==> src/rtl/weight_s_loader_wq_weight_s_sum_mmap_m_axi_load_pkg.sv <==
// Shared definitions for the m_axi load stage: default bus geometry, log2 helper and
// the chunk-issue FSM encoding.
package weight_s_loader_wq_weight_s_sum_mmap_m_axi_load_pkg;

  // Ceiling log2; returns 0 for inputs of 0 or 1.
  function automatic int unsigned log2(input int unsigned x);
    int unsigned r;
    r = 0;
    for (int i = 0; i < 32; i++) begin
      if ((32'd1 << i) < x) r = i + 1;
    end
    return r;
  endfunction

  localparam int unsigned BUS_DATA_BYTES = 4;
  localparam int unsigned BUS_ADDR_ALIGN = log2(BUS_DATA_BYTES);

  typedef enum logic [0:0] {
    StIdle,
    StLoad
  } load_state_e;

endpackage

==> src/rtl/weight_s_loader_wq_weight_s_sum_mmap_m_axi_fifo.sv <==
// First-word-fall-through synchronous FIFO; push when full and pop when empty are ignored.
module weight_s_loader_wq_weight_s_sum_mmap_m_axi_fifo #(
  parameter int unsigned Width = 8,
  parameter int unsigned Depth = 4
) (
  input  logic             clk_i,
  input  logic             rst_i,
  input  logic             en_i,
  input  logic             push_i,
  input  logic [Width-1:0] wdata_i,
  input  logic             pop_i,
  output logic [Width-1:0] rdata_o,
  output logic             empty_o,
  output logic             full_o
);

  localparam int unsigned PtrW = (Depth > 1) ? $clog2(Depth) : 1;
  localparam int unsigned CntW = $clog2(Depth + 1);

  logic [Width-1:0] mem_q [Depth];
  logic [PtrW-1:0]  wr_ptr_q, rd_ptr_q;
  logic [CntW-1:0]  count_q;
  logic             do_push, do_pop;

  assign empty_o = (count_q == '0);
  assign full_o  = (count_q == CntW'(Depth));
  assign do_push = en_i && push_i && !full_o;
  assign do_pop  = en_i && pop_i && !empty_o;
  assign rdata_o = mem_q[rd_ptr_q];

  always_ff @(posedge clk_i) begin
    if (do_push) mem_q[wr_ptr_q] <= wdata_i;
  end

  always_ff @(posedge clk_i) begin
    if (rst_i) begin
      wr_ptr_q <= '0;
      rd_ptr_q <= '0;
      count_q  <= '0;
    end else begin
      if (do_push) begin
        wr_ptr_q <= (wr_ptr_q == PtrW'(Depth - 1)) ? '0 : wr_ptr_q + PtrW'(1);
      end
      if (do_pop) begin
        rd_ptr_q <= (rd_ptr_q == PtrW'(Depth - 1)) ? '0 : rd_ptr_q + PtrW'(1);
      end
      if (do_push && !do_pop) begin
        count_q <= count_q + CntW'(1);
      end else if (!do_push && do_pop) begin
        count_q <= count_q - CntW'(1);
      end
    end
  end

endmodule

==> src/rtl/weight_s_loader_wq_weight_s_sum_mmap_m_axi_load.sv <==
// User-facing load stage: splits user reads into credit-gated chunks, buffers returned beats
// and presents them as a stream with a per-request last flag.
module weight_s_loader_wq_weight_s_sum_mmap_m_axi_load
  import weight_s_loader_wq_weight_s_sum_mmap_m_axi_load_pkg::*;
#(
  parameter int unsigned BUS_ADDR_WIDTH        = 32,
  parameter int unsigned BUS_DATA_WIDTH        = BUS_DATA_BYTES * 8,
  parameter int unsigned MAX_READ_BURST_LENGTH = 16,
  parameter int unsigned USER_MAXREQS          = 4,
  parameter int unsigned BUFFER_DEPTH          = 32
) (
  input  logic                      ACLK,
  input  logic                      ARESET,
  input  logic                      ACLK_EN,
  input  logic [BUS_ADDR_WIDTH-1:0] in_USER_ARADDR,
  input  logic [31:0]               in_USER_ARLEN,
  input  logic                      in_USER_ARVALID,
  output logic                      out_USER_ARREADY,
  output logic [BUS_DATA_WIDTH-1:0] out_USER_RDATA,
  output logic                      out_USER_RLAST,
  output logic                      out_USER_RVALID,
  input  logic                      in_USER_RREADY,
  output logic [BUS_ADDR_WIDTH-1:0] out_HLS_ARADDR,
  output logic [31:0]               out_HLS_ARLEN,
  output logic                      out_HLS_ARVALID,
  input  logic                      in_HLS_ARREADY,
  input  logic [BUS_DATA_WIDTH-1:0] in_HLS_RDATA,
  input  logic [1:0]                in_HLS_RLAST,
  input  logic                      in_HLS_RVALID,
  output logic                      out_HLS_RREADY,
  output logic                      out_HLS_RBUST_READY
);

  localparam int unsigned AddrAlign = (BUS_DATA_WIDTH == BUS_DATA_BYTES * 8) ?
                                      BUS_ADDR_ALIGN : log2(BUS_DATA_WIDTH / 8);
  localparam int unsigned CreditW   = $clog2(BUFFER_DEPTH + 1);
  localparam int unsigned ReqW      = BUS_ADDR_WIDTH + 32;
  localparam logic [BUS_ADDR_WIDTH-1:0] AlignMask =
      ~BUS_ADDR_WIDTH'((64'd1 << AddrAlign) - 64'd1);

  load_state_e               state_q;
  logic [BUS_ADDR_WIDTH-1:0] addr_q;
  logic [31:0]               rem_q;
  logic [CreditW-1:0]        credit_q;
  logic                      rbust_q;

  logic [ReqW-1:0]           req_wdata, req_rdata;
  logic                      req_empty, req_full, req_pop;
  logic                      tag_head, tag_empty, tag_full, tag_pop;
  logic [BUS_DATA_WIDTH:0]   data_wdata, data_rdata;
  logic                      data_empty, data_full;
  logic [31:0]               chunk;
  logic                      issue, user_pop, hls_beat;

  assign req_wdata = {in_USER_ARADDR & AlignMask, in_USER_ARLEN};
  assign req_pop   = (state_q == StIdle) && !req_empty;

  weight_s_loader_wq_weight_s_sum_mmap_m_axi_fifo #(
    .Width (ReqW),
    .Depth (USER_MAXREQS)
  ) u_req_fifo (
    .clk_i   (ACLK),
    .rst_i   (ARESET),
    .en_i    (ACLK_EN),
    .push_i  (in_USER_ARVALID),
    .wdata_i (req_wdata),
    .pop_i   (req_pop),
    .rdata_o (req_rdata),
    .empty_o (req_empty),
    .full_o  (req_full)
  );

  assign chunk = (rem_q > MAX_READ_BURST_LENGTH) ? 32'(MAX_READ_BURST_LENGTH) : rem_q;

  // ARVALID only rises once the whole chunk fits in the buffer, so it cannot drop unaccepted.
  assign out_HLS_ARVALID = (state_q == StLoad) && (rem_q != '0) && (32'(credit_q) >= chunk);
  assign out_HLS_ARADDR  = addr_q;
  assign out_HLS_ARLEN   = chunk;
  assign issue           = out_HLS_ARVALID && in_HLS_ARREADY;

  // One tag per issued chunk: marks whether its last beat ends the user request.
  weight_s_loader_wq_weight_s_sum_mmap_m_axi_fifo #(
    .Width (1),
    .Depth (BUFFER_DEPTH)
  ) u_tag_fifo (
    .clk_i   (ACLK),
    .rst_i   (ARESET),
    .en_i    (ACLK_EN),
    .push_i  (issue && !tag_full),
    .wdata_i (rem_q == chunk),
    .pop_i   (tag_pop),
    .rdata_o (tag_head),
    .empty_o (tag_empty),
    .full_o  (tag_full)
  );

  assign hls_beat       = in_HLS_RVALID && !data_full;
  assign tag_pop        = hls_beat && in_HLS_RLAST[1];
  assign data_wdata     = {in_HLS_RLAST[1] && tag_head && !tag_empty, in_HLS_RDATA};
  assign user_pop       = !data_empty && in_USER_RREADY;
  assign out_HLS_RREADY = !data_full;

  weight_s_loader_wq_weight_s_sum_mmap_m_axi_fifo #(
    .Width (BUS_DATA_WIDTH + 1),
    .Depth (BUFFER_DEPTH)
  ) u_data_fifo (
    .clk_i   (ACLK),
    .rst_i   (ARESET),
    .en_i    (ACLK_EN),
    .push_i  (hls_beat),
    .wdata_i (data_wdata),
    .pop_i   (user_pop),
    .rdata_o (data_rdata),
    .empty_o (data_empty),
    .full_o  (data_full)
  );

  assign out_USER_ARREADY    = !req_full;
  assign out_USER_RDATA      = data_rdata[BUS_DATA_WIDTH-1:0];
  assign out_USER_RLAST      = data_rdata[BUS_DATA_WIDTH];
  assign out_USER_RVALID     = !data_empty;
  assign out_HLS_RBUST_READY = rbust_q;

  always_ff @(posedge ACLK) begin
    if (ARESET) begin
      state_q <= StIdle;
      addr_q  <= '0;
      rem_q   <= '0;
    end else if (ACLK_EN) begin
      case (state_q)
        StIdle: begin
          if (!req_empty) begin
            addr_q  <= req_rdata[ReqW-1:32];
            rem_q   <= req_rdata[31:0];
            state_q <= StLoad;
          end
        end
        StLoad: begin
          if (rem_q == '0) begin
            state_q <= StIdle;
          end else if (issue) begin
            addr_q <= addr_q + (BUS_ADDR_WIDTH'(chunk) << AddrAlign);
            rem_q  <= rem_q - chunk;
            if (rem_q == chunk) state_q <= StIdle;
          end
        end
        default: state_q <= StIdle;
      endcase
    end
  end

  always_ff @(posedge ACLK) begin
    if (ARESET) begin
      credit_q <= CreditW'(BUFFER_DEPTH);
      rbust_q  <= 1'b0;
    end else if (ACLK_EN) begin
      credit_q <= credit_q - (issue ? CreditW'(chunk) : CreditW'(0))
                           + (user_pop ? CreditW'(1) : CreditW'(0));
      rbust_q  <= hls_beat && in_HLS_RLAST[0];
    end
  end

endmodule

==> config.mk <==
export PLATFORM = sky130hd
export DESIGN_NAME = weight_s_loader_wq_weight_s_sum_mmap_m_axi_load
export DESIGN_NICKNAME = d
export VERILOG_FILES = /design/src/rtl/weight_s_loader_wq_weight_s_sum_mmap_m_axi_load_pkg.sv /design/src/rtl/weight_s_loader_wq_weight_s_sum_mmap_m_axi_fifo.sv /design/src/rtl/weight_s_loader_wq_weight_s_sum_mmap_m_axi_load.sv
export SDC_FILE = /design/constraint.sdc
export NUM_CORES = 1
export LEC_CHECK = 0
export CORE_UTILIZATION = 33
export DETAILED_ROUTE_END_ITERATION = 6
export PLACE_DENSITY = 0.52
export RECOVER_POWER = 25
export SYNTH_ARGS = -nofsm -noshare
export SYNTH_HDL_FRONTEND = slang
export SYNTH_SLANG_ARGS = --single-unit
==> constraint.sdc <==
create_clock -name ACLK -period 6.75 [get_ports ACLK]
set_input_delay 1.6875 -clock ACLK [delete_from_list [all_inputs] [get_ports ACLK]]
set_output_delay 1.6875 -clock ACLK [all_outputs]
set_load 0.1 [all_outputs]
# Yosys cells after proc, flatten, opt, wreduce, memory -nomap -nowiden
# Memory sizes are Yosys's and may differ from the RTL's. A register that Yosys moved wholly into a read port is not among the register bits.
# Cells that the tools add are included.
[op_classes]
n_eq_ne = 13
reduce_logical = 50
bitwise_logic = 1
order_cmp = 2
add_sub_neg = 16
n_mux = 40
[ops]
columns = ["op", "n"]
rows = [
  ["$mux 32", 7],
  ["$pmux 32 s2", 2],
  ["$mux 5", 8],
  ["$add 32x32->32", 1],
  ["$eq 32x32->1", 1],
  ["$ge 6x32->1", 1],
  ["$gt 32x5->1 const B", 1],
  ["$logic_not 32->1", 1],
  ["$reduce_bool 32->1", 1],
  ["$sub 32x32->32", 1],
  ["$mux 6", 5],
  ["$logic_and 1x1->1", 29],
  ["$add 5x1->5 const B", 4],
  ["$eq 5x5->1 const B", 4],
  ["$add 6x1->6 const B", 2],
  ["$eq 6x6->1 const B", 2],
  ["$logic_not 1->1", 12],
  ["$logic_not 6->1", 2],
  ["$sub 6x1->6 const B", 2],
  ["$mux 1", 11],
  ["$mux 2", 4],
  ["$add 6x1->6", 1],
  ["$mux 3", 2],
  ["$reduce_bool 2->1", 3],
  ["12 further kinds", 15],
]
[word_totals]
out_inout_bits = 102
n_memories = 3
ramBits = 1336
in_bits = 105
elab_cells = 139
register_bits = 111
[memory_table]
columns = ["memory", "depth", "width", "rd", "rd_ports_with_merged_regs", "write_ports", "line", "source"]
rows = [
  ["u_data_fifo.mem_q", 32, 33, 1, 1, 1, "weight_s_loader_wq_weight_s_sum_mmap_m_axi_fifo.sv:20", "logic [Width-1:0] mem_q [Depth];"],
  ["u_req_fifo.mem_q", 4, 62, 1, 1, 1, "weight_s_loader_wq_weight_s_sum_mmap_m_axi_fifo.sv:20", ""],
  ["u_tag_fifo.mem_q", 32, 1, 1, 1, 1, "weight_s_loader_wq_weight_s_sum_mmap_m_axi_fifo.sv:20", ""],
]

# Longest topological paths before layout
[depth]
depth_word = 12
ltp_mapped = 23
depth_no_buf = 21

# Hierarchy
# Synthesis repeated with hierarchy kept, for this count alone.
[unflattened]
hier_cells = 3484
area_unflattened_um2 = 59786.1
[by_module_without_submodules]
columns = ["module", "instances", "area_per_inst_um2", "cells_each", "seq_area_each_um2"]
rows = [
  ["weight_s_loader_wq_weight_s_sum_mmap_m_axi_fifo (u_data_fifo)", 1, 41643.7, 2114, 32130.8],
  ["weight_s_loader_wq_weight_s_sum_mmap_m_axi_fifo (u_req_fifo)", 1, 9694.3, 385, 7867.5],
  ["weight_s_loader_wq_weight_s_sum_mmap_m_axi_load", 1, 5823.1, 760, 1441.4],
  ["weight_s_loader_wq_weight_s_sum_mmap_m_axi_fifo (u_tag_fifo)", 1, 2625.0, 225, 1381.3],
]

# Least setup slack after synthesis
# No wires, ideal clock.
[synth_path]
path_type = "register to output"
startpoint = "register rem_q[16]"
endpoint = "output out_HLS_ARVALID"
slack_ps = 392
stages_incl_launch_ff = 11
n_path_buf = 1
t_arrival_ps = 4670
required_time_ps = 5062
path_cell_list = "dfxtp_1 or3_4 nand4b_4 nor4b_2 clkbuf_1 and2_1 ha_1 nand2b_1 a2111oi_0 o31ai_1 and2_1"
[synth_via]
elab_chain_cells = 4
elab_cells_between_ends = 6
cone_classes = "order compare: 2; mux: 1; reduce/logical: 3"
[synth_rtl]
columns = ["item", "line", "source"]
rows = [
  ["from (decl)", "weight_s_loader_wq_weight_s_sum_mmap_m_axi_load.sv:43", "logic [31:0] rem_q;"],
  ["from (signal assigned)", "weight_s_loader_wq_weight_s_sum_mmap_m_axi_load.sv:134", "rem_q <= req_rdata[31:0];"],
  ["from (signal assigned)", "weight_s_loader_wq_weight_s_sum_mmap_m_axi_load.sv:143", "rem_q <= rem_q - chunk;"],
  ["$gt 32x5->1", "weight_s_loader_wq_weight_s_sum_mmap_m_axi_load.sv:73", "assign chunk = (rem_q > MAX_READ_BURST_LENGTH) ? 32'(MAX_READ_BURST_LENGTH) : rem_q;"],
  ["$mux 32", "weight_s_loader_wq_weight_s_sum_mmap_m_axi_load.sv:73", ""],
  ["named net out_HLS_ARLEN[0]", "weight_s_loader_wq_weight_s_sum_mmap_m_axi_load.sv:24", "output logic [31:0] out_HLS_ARLEN,"],
  ["$ge 6x32->1", "weight_s_loader_wq_weight_s_sum_mmap_m_axi_load.sv:76", "assign out_HLS_ARVALID = (state_q == StLoad) && (rem_q != '0) && (32'(credit_q) >= chunk);"],
  ["$logic_and 1x1->1", "weight_s_loader_wq_weight_s_sum_mmap_m_axi_load.sv:76", ""],
  ["to (decl)", "weight_s_loader_wq_weight_s_sum_mmap_m_axi_load.sv:25", "output logic out_HLS_ARVALID,"],
]
# The timed path passes the listed nets, and every way through them passes these cells.

# Worst setup path in the final report
[layout_path]
startpoint = "register rem_q[1]"
endpoint = "output out_HLS_ARVALID"
[layout_via]
elab_chain_cells = 4
elab_cells_between_ends = 6
cone_classes = "order compare: 2; mux: 1; reduce/logical: 3"
[layout_rtl]
columns = ["item", "line"]
rows = [
  ["$gt 32x5->1", "weight_s_loader_wq_weight_s_sum_mmap_m_axi_load.sv:73"],
  ["$mux 32", "weight_s_loader_wq_weight_s_sum_mmap_m_axi_load.sv:73"],
  ["$ge 6x32->1", "weight_s_loader_wq_weight_s_sum_mmap_m_axi_load.sv:76"],
  ["$logic_and 1x1->1 *", "weight_s_loader_wq_weight_s_sum_mmap_m_axi_load.sv:76"],
]
# Every way passes the cells marked *; elsewhere a longest branch is shown, timed or not.

==> summary.md <==
| Metric | Value |
|---|---|
| Sequential share of the synthesized area | `72.6%` |
| Vias in the first global route | `30,300` |
| Non-Filler Instances | `5,760` |
| Most numerous cell in the Yosys netlist | `edfxtp_1` |
| Placed cells | `5,463` |
| CTS Buf Count | `160` |
| Critical Path Source Type | `register` |
| Core ar. | `176,000 µm²` |
| Switching Share | `30.5%` |
| Reg2Reg Capture Point | `u_tag_fifo.count_q[5]` |
| FF-to-FF path depth | `20` |
| Setup tns final | `0 ps` |
| Post-cts hold buffer count | `0` |
| Final WS setup | `757 ps` |
| Full die area | `179,000 µm²` |
| Number of enable flip-flop cells after synthesis | `1,336` |
| Yosys warnings | `0` |
| Critical path arrival | `4310 ps` |
| Clock transition at path regs | `60 ps` |
| Cell Chain, Critical Path | `or4_1, a21oi_1, nor4b_4, and2_1, ha_1, nand2b_1, a2111oi_0, o31ai_1, and2_1, buf_4` |
| Starting Density | `33.2%` |
| Synth cell types | `77` |
| Overall global routing resource usage | `16.3%` |
| Clk root buf | `clkbuf_16` |
| First-pass GRT wire length | `212 mm` |
| CP peak stage delay | `640 ps` |
| Core Rows | `154` |
| Setup crit end kind | `output pin` |
| Largest fanout on the critical path | `8` |
| HP Class | `register to register` |
| DRT Pass-1 Iters | `7` |
| CTS tree | `done` |
| Synthesized flop and latch total | `1,457` |
| Sw power | `7.57 mW` |
| Final GP Congestion | `0.767` |
| Syn Area/Cell | `19.6 µm²` |
| Clk pwr share | `34.3%` |
| Ys flop type | `edfxtp_1` |
| Vias/cell | `5.06` |
| Initial antenna violation count | `25` |
| H-tree depth | `4` |
| Post-synth top area cell | `edfxtp_1` |
| Die H | `423 µm` |
| Combinational share of power | `23.1%` |
| Final Power | `24.8 mW` |
| Post-synth top area share | `68.4%` |
| Via count | `29,200` |
| Worst Path Required | `5060 ps` |
| Slowest CP cell | `or4_1` |
| Max_slew headroom | `17.2%` |
| Min-delay src | `u_req_fifo.rd_ptr_q[1]` |
| Maximum VDD drop | `0.245 mV` |
| Clk Latency, worst-skew pair | `810 ps` |
| Nets@finish | `3,471` |
| Area Growth Syn to Fin | `17.8%` |
| CP delay by family, top | `simple AND/OR/NAND/NOR gates` |
| Layout cells sized above 1 | `24.0%` |
| Type of the worst setup path | `register to output pin` |
| Largest net degree at the start of global routing | `71` |
| Maximum clock frequency | `167 MHz` |
| DRC | `36` |
| I/O Pins | `207` |
| Critical Path Most Common Cell | `and2_1` |
| Buf+Inv Stages, Crit Path | `1` |
| Post-route ant nets | `0` |
| Final period util | `88.8%` |
| Half-perimeter wire length after placement | `86.6 mm` |
| Ranking of synthesized cells by area | `edfxtp_1, mux4_2, dfxtp_1` |
| Global route total overflow | `0` |
| Status | `finished with violations` |
| Deepest clock path buffer count | `3` |
| Hold slack | `471 ps` |
| Die width | `423 µm` |
| Max cap viols | `0` |
| Worst reg2reg path startpoint | `rem_q[1]` |
| Worst-margin pin slew | `1240 ps` |
| Worst R2R Setup Slack | `1150 ps` |
| Routed wire per std cell | `25.3 µm` |
| Endpoints failing setup | `0` |
| Dpl ws | `1140 ps` |
| Register share of total power | `42.6%` |
| Commonest cells in the synthesized netlist | `edfxtp_1, mux4_2, nor2_1` |
| CTS Sinks | `1,457` |
| Failing checks | `design-rule violations` |
| Cell Area, Synth | `58,600 µm²` |
| Async set-reset flop share out of synthesis | `0%` |
| RSZ-0062 raised after global routing | `no` |
| Routed WL | `146 mm` |
| Quantity of I/O buffers inserted on ports | `175` |
| PwrDens | `359 nW/µm²` |
| Post_cts resized | `0` |
| Int Power | `17.2 mW` |
| Max Slew Vio Count | `0` |
| Clk_skew | `59.6 ps` |
| Final Critical Period | `5990 ps` |
| Fin. Hold Viols | `0` |
| Iter 0 DRT Violations | `2,118` |
| Postcts setup bufs | `0` |
| Syn Inst Count | `2,997` |
| Hold depth | `2` |
| P_leak | `21.4 nW` |
-- cell usage in the layout (no fill, tap or decap), drive strengths merged, types with 22 or more instances in the layout --
cell | Yosys | final
inv | 33 | 38
a22oi | 22 | 22
nor2 | 197 | 197
buf | 80 | 98
dfxtp | 121 | 121
clkbuf | 104 | 208
a21oi | 83 | 83
mux4 | 402 | 402
conb | 2 | 55
dlygate4sd3 | 0 | 82
mux2 | 34 | 34
ha | 76 | 76
nor3 | 30 | 30
edfxtp | 1336 | 1336
o21ai | 44 | 44
a211oi | 23 | 23
nand2 | 89 | 89
clkinv | 2 | 68
clkdlybuf4s50 | 0 | 77
-- cells by family after synthesis --
family / count (synthesis) / synth area share (%)
mux: 457 / 16.5
compound gates: 300 / 3.40
other cells: 2 / 0.0128
buf+inv: 219 / 1.66
flops: 1457 / 72.6
simple gates: 449 / 3.62
xor+xnor: 32 / 0.478
fa+ha+maj: 81 / 1.79
-- worst reg2reg max path: stages (launching register included) --
cell and delay [ps]:
dfxtp_1 380, or4_1 640, a21oi_1 190, nor4b_4 410
nand2_1 230, ha_1 320, a2111oi_0 90, o31ai_1 580
nand3_1 410, a21o_2 360, inv_2 130, ha_1 190
inv_1 120, ha_1 290, a21o_1 170, a21oi_1 200
o21bai_1 90, a21oi_1 170, xnor2_1 90, or3_1 300
a21oi_1 130
-- power groups by stage --
stage | clock (mW) | sequential, mW | combinational [mW]
after floorplan | 0 | 11.1 | 3.86
after global placement | 0 | 10.7 | 5.80
after detailed placement | 0 | 10.7 | 5.82
after CTS | 8.70 | 10.6 | 5.84
after global routing | 9.05 | 10.6 | 6.20
final | 8.50 | 10.6 | 5.74
-- final cells by class --
cell class              instances  area, µm²
multi-input cells            1374      15600
clock buffers                 208       4280
flip-flops and latches       1457      42600
inverters                      35        131
diodes                          5       12.5
fillers                     16000     107000
well taps                    2340       2930
clock inverters                84        877
repair buffers                257       2700
-- stage by stage --
step                cell area [µm²]  util (%)
floorplan                     58800         -
global placement              63900      36.2
global route                  69100      39.2
finish                        69100      39.2
detailed placement            63900      36.2
CTS                           69100      39.2
-- sequential cells by signal (all words and copies together), names as in the netlist, 3 cells and up, named ones only --
signal                cells
u_data_fifo.count_q       6
u_tag_fifo.wr_ptr_q       5
rem_q                    32
credit_q                  6
u_data_fifo.mem_q      1056
u_req_fifo.count_q        3
u_tag_fifo.count_q        6
u_tag_fifo.rd_ptr_q       5
u_tag_fifo.mem_q         32
u_data_fifo.wr_ptr_q      5
u_req_fifo.mem_q        248
u_data_fifo.rd_ptr_q      5
out_HLS_ARADDR           30
-- layer usage --
metal	part of all wire (%)	routed length [µm]	up-vias	GRT usage [%]
li1	-	-	12900	-
met1	41	59100	15400	20.3
met2	52	76400	675	28.7
met3	4.6	6750	220	3.14
met4	2.4	3440	20	4.58
met5	0.084	123	-	0
-- worst max path at each step --
stage	start	cells past startpoint	endpoint
global route	rem_q[8]	10	out_HLS_ARVALID
global placement	rem_q[22]	20	u_tag_fifo.count_q[5]
floorplan	rem_q[16]	10	out_HLS_ARVALID
CTS	rem_q[1]	10	out_HLS_ARVALID
detailed placement	rem_q[22]	20	u_tag_fifo.count_q[5]
finish	rem_q[1]	10	out_HLS_ARVALID
Note: power is estimated with default switching activity, not from simulation.
